[src/rtl/pm_video_pkg.sv]
// Shared Pac-Man video constants: colour format, raster limits and sprite layer indices.
package pm_video_pkg;

    localparam int unsigned COLOR_W = 12;
    localparam int unsigned HV_W    = 10;
    localparam int unsigned H_LAST  = 799;
    localparam int unsigned V_LAST  = 524;

    localparam logic [COLOR_W-1:0] TRANSPARENT = 12'h000;
    localparam logic [COLOR_W-1:0] BLACK       = 12'h000;

    localparam int unsigned PACMAN = 0;
    localparam int unsigned GHOST0 = 1;
    localparam int unsigned GHOST1 = 2;
    localparam int unsigned GHOST2 = 3;

endpackage

[src/rtl/collision_accumulator.sv]
// Per-frame OR of sprite layers that were drawn on the same visible pixel as Pac-Man.
module collision_accumulator #(
    parameter int unsigned NUM_LAYERS = 4
) (
    input  logic                  clk,
    input  logic                  rst,
    input  logic [NUM_LAYERS-1:0] opaque,
    input  logic                  bright,
    input  logic                  eof,
    output logic [NUM_LAYERS-1:0] collision_mask,
    output logic                  collision_valid
);
    import pm_video_pkg::*;

    logic [NUM_LAYERS-1:0] acc;
    logic [NUM_LAYERS-1:0] contrib_c;

    // Only pixels where Pac-Man himself is drawn can record an overlap.
    always_comb begin
        contrib_c         = opaque;
        contrib_c[PACMAN] = 1'b0;
        if (!(bright && opaque[PACMAN])) begin
            contrib_c = '0;
        end
    end

    // The eof pixel is folded into the published mask; acc restarts empty.
    always_ff @(posedge clk) begin
        if (rst) begin
            acc             <= '0;
            collision_mask  <= '0;
            collision_valid <= 1'b0;
        end else begin
            collision_valid <= eof;
            if (eof) begin
                collision_mask <= acc | contrib_c;
                acc            <= '0;
            end else begin
                acc <= acc | contrib_c;
            end
        end
    end

endmodule

[src/rtl/layer_compositor.sv]
// Two-stage sprite/maze/background compositor with blink control and per-frame collision report.
module layer_compositor #(
    parameter int unsigned        NUM_LAYERS   = 4,
    parameter int unsigned        COLOR_W      = pm_video_pkg::COLOR_W,
    parameter logic [COLOR_W-1:0] TRANSPARENT  = COLOR_W'(pm_video_pkg::TRANSPARENT),
    parameter int unsigned        BLINK_FRAMES = 16,
    parameter int unsigned        H_LAST       = pm_video_pkg::H_LAST,
    parameter int unsigned        V_LAST       = pm_video_pkg::V_LAST
) (
    input  logic                            clk,
    input  logic                            rst,
    input  logic                            bright,
    input  logic [pm_video_pkg::HV_W-1:0]   hCount,
    input  logic [pm_video_pkg::HV_W-1:0]   vCount,
    input  logic [NUM_LAYERS-1:0]           layer_fill,
    input  logic [NUM_LAYERS*COLOR_W-1:0]   layer_rgb,
    input  logic [NUM_LAYERS-1:0]           layer_en,
    input  logic [NUM_LAYERS-1:0]           layer_blink,
    input  logic                            maze_fill,
    input  logic [COLOR_W-1:0]              maze_rgb,
    input  logic [COLOR_W-1:0]              background,
    output logic [COLOR_W-1:0]              rgb,
    output logic [NUM_LAYERS-1:0]           collision_mask,
    output logic                            collision_valid
);
    import pm_video_pkg::*;

    localparam int unsigned CNT_W = (BLINK_FRAMES > 1) ? $clog2(BLINK_FRAMES) : 1;

    logic [CNT_W-1:0]              frame_cnt;
    logic                          blink_phase;
    logic [NUM_LAYERS-1:0]         opaque_c;
    logic                          eof_c;

    logic [NUM_LAYERS-1:0]         s1_opaque;
    logic [NUM_LAYERS*COLOR_W-1:0] s1_layer_rgb;
    logic                          s1_maze_fill;
    logic [COLOR_W-1:0]            s1_maze_rgb;
    logic [COLOR_W-1:0]            s1_background;
    logic                          s1_bright;
    logic                          s1_eof;

    logic [COLOR_W-1:0]            chain_c [NUM_LAYERS+1];
    logic [COLOR_W-1:0]            rgb_next_c;

    always_comb begin
        opaque_c = '0;
        for (int i = 0; i < int'(NUM_LAYERS); i++) begin
            opaque_c[i] = layer_fill[i] & layer_en[i]
                        & (layer_rgb[i*COLOR_W +: COLOR_W] != TRANSPARENT)
                        & ~(layer_blink[i] & blink_phase);
        end
    end

    assign eof_c = (hCount == HV_W'(H_LAST)) && (vCount == HV_W'(V_LAST));

    // Blink phase flips after every BLINK_FRAMES end-of-frame pixels.
    always_ff @(posedge clk) begin
        if (rst) begin
            frame_cnt   <= '0;
            blink_phase <= 1'b0;
        end else if (eof_c) begin
            if (frame_cnt == CNT_W'(BLINK_FRAMES - 1)) begin
                frame_cnt   <= '0;
                blink_phase <= ~blink_phase;
            end else begin
                frame_cnt <= frame_cnt + CNT_W'(1);
            end
        end
    end

    always_ff @(posedge clk) begin
        if (rst) begin
            s1_opaque     <= '0;
            s1_layer_rgb  <= '0;
            s1_maze_fill  <= 1'b0;
            s1_maze_rgb   <= '0;
            s1_background <= '0;
            s1_bright     <= 1'b0;
            s1_eof        <= 1'b0;
        end else begin
            s1_opaque     <= opaque_c;
            s1_layer_rgb  <= layer_rgb;
            s1_maze_fill  <= maze_fill;
            s1_maze_rgb   <= maze_rgb;
            s1_background <= background;
            s1_bright     <= bright;
            s1_eof        <= eof_c;
        end
    end

    // Priority chain: lower layer index overrides everything behind it.
    assign chain_c[NUM_LAYERS] = s1_maze_fill ? s1_maze_rgb : s1_background;

    for (genvar gi = 0; gi < int'(NUM_LAYERS); gi++) begin : g_prio
        assign chain_c[gi] = s1_opaque[gi] ? s1_layer_rgb[gi*COLOR_W +: COLOR_W]
                                           : chain_c[gi+1];
    end

    assign rgb_next_c = s1_bright ? chain_c[0] : COLOR_W'(BLACK);

    always_ff @(posedge clk) begin
        if (rst) begin
            rgb <= '0;
        end else begin
            rgb <= rgb_next_c;
        end
    end

    collision_accumulator #(
        .NUM_LAYERS (NUM_LAYERS)
    ) u_collision_accumulator (
        .clk             (clk),
        .rst             (rst),
        .opaque          (s1_opaque),
        .bright          (s1_bright),
        .eof             (s1_eof),
        .collision_mask  (collision_mask),
        .collision_valid (collision_valid)
    );

endmodule
[config.mk]
export PLATFORM = sky130hd
export DESIGN_NAME = layer_compositor
export DESIGN_NICKNAME = d
export VERILOG_FILES = /design/src/rtl/pm_video_pkg.sv /design/src/rtl/collision_accumulator.sv /design/src/rtl/layer_compositor.sv
export SDC_FILE = /design/constraint.sdc
export NUM_CORES = 1
export LEC_CHECK = 0
export ABC_AREA = 1
export CAP_MARGIN = 5
export CORE_AREA = 3 3 97 99
export DETAILED_ROUTE_END_ITERATION = 6
export DIE_AREA = 0 0 100 102
export PLACE_DENSITY_LB_ADDON = 0.2
export RECOVER_POWER = 50
export SYNTH_ARGS = -nofsm -noshare
export SYNTH_HDL_FRONTEND = slang
export SYNTH_SLANG_ARGS = --single-unit
[constraint.sdc]
create_clock -name clk -period 1.2 [get_ports clk]
set_input_delay 0.36 -clock clk [delete_from_list [all_inputs] [get_ports clk]]
set_output_delay 0.36 -clock clk [all_outputs]
set_load 0.02 [all_outputs]
==> metrics.yaml <==
global_route:
  grt_pass1_vias: 3563
  grt_use_total_pct: 19.88
  grt_max_degree: 50
  antenna_found_initial: 0
  grt_pass1_wl_um: 16100
  grt_remaining_overflow: 0
synthesis:
  synth_commonest_cells: "inv_1, dfxtp_1, nor2_1, nand2_1, nand3_1"
  synthFlopType: "dfxtp_1"
  synth_async_sr_flop_share_pct: 0
  syn_area_um2: 3964
  synth_edf_count: 0
  syn-mean-instance-area_um2: 7.712
  synth.ff_latch_count: 103
  yosys.area.top_type: "dfxtp_1"
  synthCells: 514
  ys_seq_area_share_pct: 52.02
  synth_top_area_share_pct: 52.02
  synth.area.top_cells: "dfxtp_1, inv_1, nor2_1, nand2_1, nand3_1"
  yosys_warnings: 0
  post-synth-top-count-cell: "inv_1"
  yosysUniqueCellTypes: 29
  syn_nets: 623
worst_setup_path:
  cp.required_ns: 0.84
  max_stage_delay_ns: 0.36
  r2r_start: "s1_maze_fill$_SDFF_PP0_"
  slowest_stage: "dfxtp_2"
  cp.buffers_inverters: 1
  r2r-end: "rgb[9]$_SDFF_PP0_"
  cp.depth: 1
  path_delay_family: "flip-flops"
  endpoint: "collision_mask[1]"
  endpoint_kind: "primary output"
  r2r_slack_ns: 0.03
  worstSetupPathType: "reg -> out"
  startpoint_type: "register"
  critical_path_arrival_ns: 0.83
  worst-r2r-cell-count: 6
  critPathMaxFanout: 2
  crit_start: "u_collision_accumulator.collision_mask[1]$_SDFFE_PP0P_"
  crit_chain: "buf_6"
finish:
  fin_nets: 777
  seqCellArea_um2: 2082
  area_growth_pct: 47.63
  design_area_um2: 5852
  nFillCells: 756
  final_core_util_pct: 67.76
  diodes: 0
  layout-drive-gt1-share_pct: 20.95
  multiInputGateArea_um2: 1474
clock_network:
  hold_buffers: 0
  cts-htree-levels: 3
  path_clk_slew_ns: 0.10
  cts_tree: "done"
  numCtsBuffers: 9
  clkLatencyLatePin_ns: 0.36
  clock_path_buffers: 2
  cts_root_buf: "clkbuf_8"
  clkSinkCount: 103
place:
  port-buffer-count: 123
  gp_congestion: 0.8250
  dp_hpwl_um: 7397
  dpl-instance-area_um2: 5499
sta:
  slew_headroom_pct: 59.80
  clock.fmax_mhz: 840.9
  clock-skew-final_ns: 0.01213
  setup_viol: 0
  min_period_over_period_pct: 99.10
  rsz0062_at_grt: "yes"
  hold_viol_final: 0
  drv_slew: 0
  fin_hold_ws_ns: 0.3252
  period_minus_slack_ns: 1.189
  tightest_slew_ns: 0.6029
floorplanning:
  io_pins: 125
  start_util_pct: 45.90
  die_h_um: 102
  die_area_um2: 10200
  core_area_um2: 8636
  rows: 34
  fp.dieW_um: 100
power_and_ir_drop:
  peakVddDrop_mv: 0.5491
  pwr_density_cell_nw_per_um2: 1121
  p_leak_nw: 2.709
  fin_total_pwr_mw: 6.558
detailed_routing:
  ant_nets: 0
  drt-initial-drc-count: 104
  drt_drc_violations_left: 0
  wl_um: 10050
  vias_per_cell: 4.663
  wl_per_cell_um: 12.87
  vias: 3642
  drtPass1Iterations: 4
run_status:
  status: "finished, final reports clean"
run:
  maxCapViolCount: 0
min_path:
  hold_class: "in -> reg"
per-layer routing:
metal / vias to the layer above / global-route usage [%] / part of all wire, %
met2: 90 / 37.87 / 54
met5: - / 0 / 0
li1: 1889 / - / -
met3: 12 / 3.891 / 5.3
met1: 1651 / 22.31 / 40
met4: 0 / 6.218 / 1.4
registers in the layout, summed over array words and instances (netlist names):
name,cells
s1_background,12
s1_maze_fill,1
s1_bright,1
blink_phase,1
s1_layer_rgb,48
s1_maze_rgb,12
frame_cnt,4
rgb,12
s1_opaque,4
s1_eof,1
u_collision_accumulator.acc,3
u_collision_accumulator.collision_valid,1
u_collision_accumulator.collision_mask,3
cell type report:
cell class              count  share of cell area (%)
flip-flops and latches    103                   35.58
clock buffers               9                   2.117
repair inverters            2                  0.2566
multi-input cells         278                   25.19
inverters                 112                   7.312
well taps                 108                   2.309
clock inverters             7                  0.9835
repair buffers            162                   26.26
worst min-delay path by stage:
stage,startpoint,end,slack [ns],cells after the start
after global routing,rst,blink_phase$_SDFFE_PP0P_,0.33,2
after floorplan,frame_cnt[1]$_SDFFE_PP0P_,frame_cnt[1]$_SDFFE_PP0P_,0.46,2
after detailed placement,u_collision_accumulator.collision_mask[3]$_SDFFE_PP0P_,u_collision_accumulator.collision_mask[3]$_SDFFE_PP0P_,0.48,2
after global placement,frame_cnt[1]$_SDFFE_PP0P_,frame_cnt[1]$_SDFFE_PP0P_,0.47,2
after CTS,rst,blink_phase$_SDFFE_PP0P_,0.24,2
final,rst,blink_phase$_SDFFE_PP0P_,0.33,2
layout by cell type (no fill, tap or decap), drive strengths merged, types with 4 or more instances in the layout:
| cell | count |
|---|---|
| buf | 53 |
| clkinv | 4 |
| dlygate4sd2 | 17 |
| clkinvlp | 6 |
| clkbuf | 12 |
| nand4 | 4 |
| nand2 | 65 |
| nor4 | 12 |
| dfxtp | 103 |
| clkdlybuf4s50 | 86 |
| a31oi | 4 |
| o211ai | 12 |
| nor2 | 93 |
| a21oi | 29 |
| nand3 | 23 |
| inv | 111 |
| o21ai | 27 |
timing repair:
action,CTS,global route
pin swaps,19,7
buffers inserted,2,0
endpoints found under the setup margin,26,32
gates cloned,1,2
gates resized for setup,125,41
per-stage QoR:
step	setup WS, ns	instances	setup TNS, ns
3_3_place_gp	-0.4310	760	-4.197
4_1_cts	-0.01091	779	-0.01104
2_1_floorplan	0.07634	514	0
6_report	0.01082	781	0
5_1_grt	-0.05475	781	-0.4464
3_5_place_dp	-0.5601	760	-4.882
logic make-up (layout without fill, tap and decap cells):
group                      count (synthesis)  in the layout  synth area share [%]
xor gates and xnor gates                   1              1                0.2210
DFF                                      103            103                 52.02
buffers and inverters                    133            292                 13.98
and+or+nand+nor                          200            200                 21.05
adders and majority gates                  1              1                0.3156
AOI/OAI and AO/OA                         75             75                 12.31
other                                      1              1               0.09461
power breakdown:
group	leakage (nW)	internal [mW]	switching (mW)	total (mW)
Clock	0.0877	0.780	1.22	2.00
Combinational	1.76	0.525	0.414	0.938
Sequential	0.859	3.57	0.0511	3.62
Total	2.71	4.87	1.69	6.56
(Power assumes the default switching activity.)
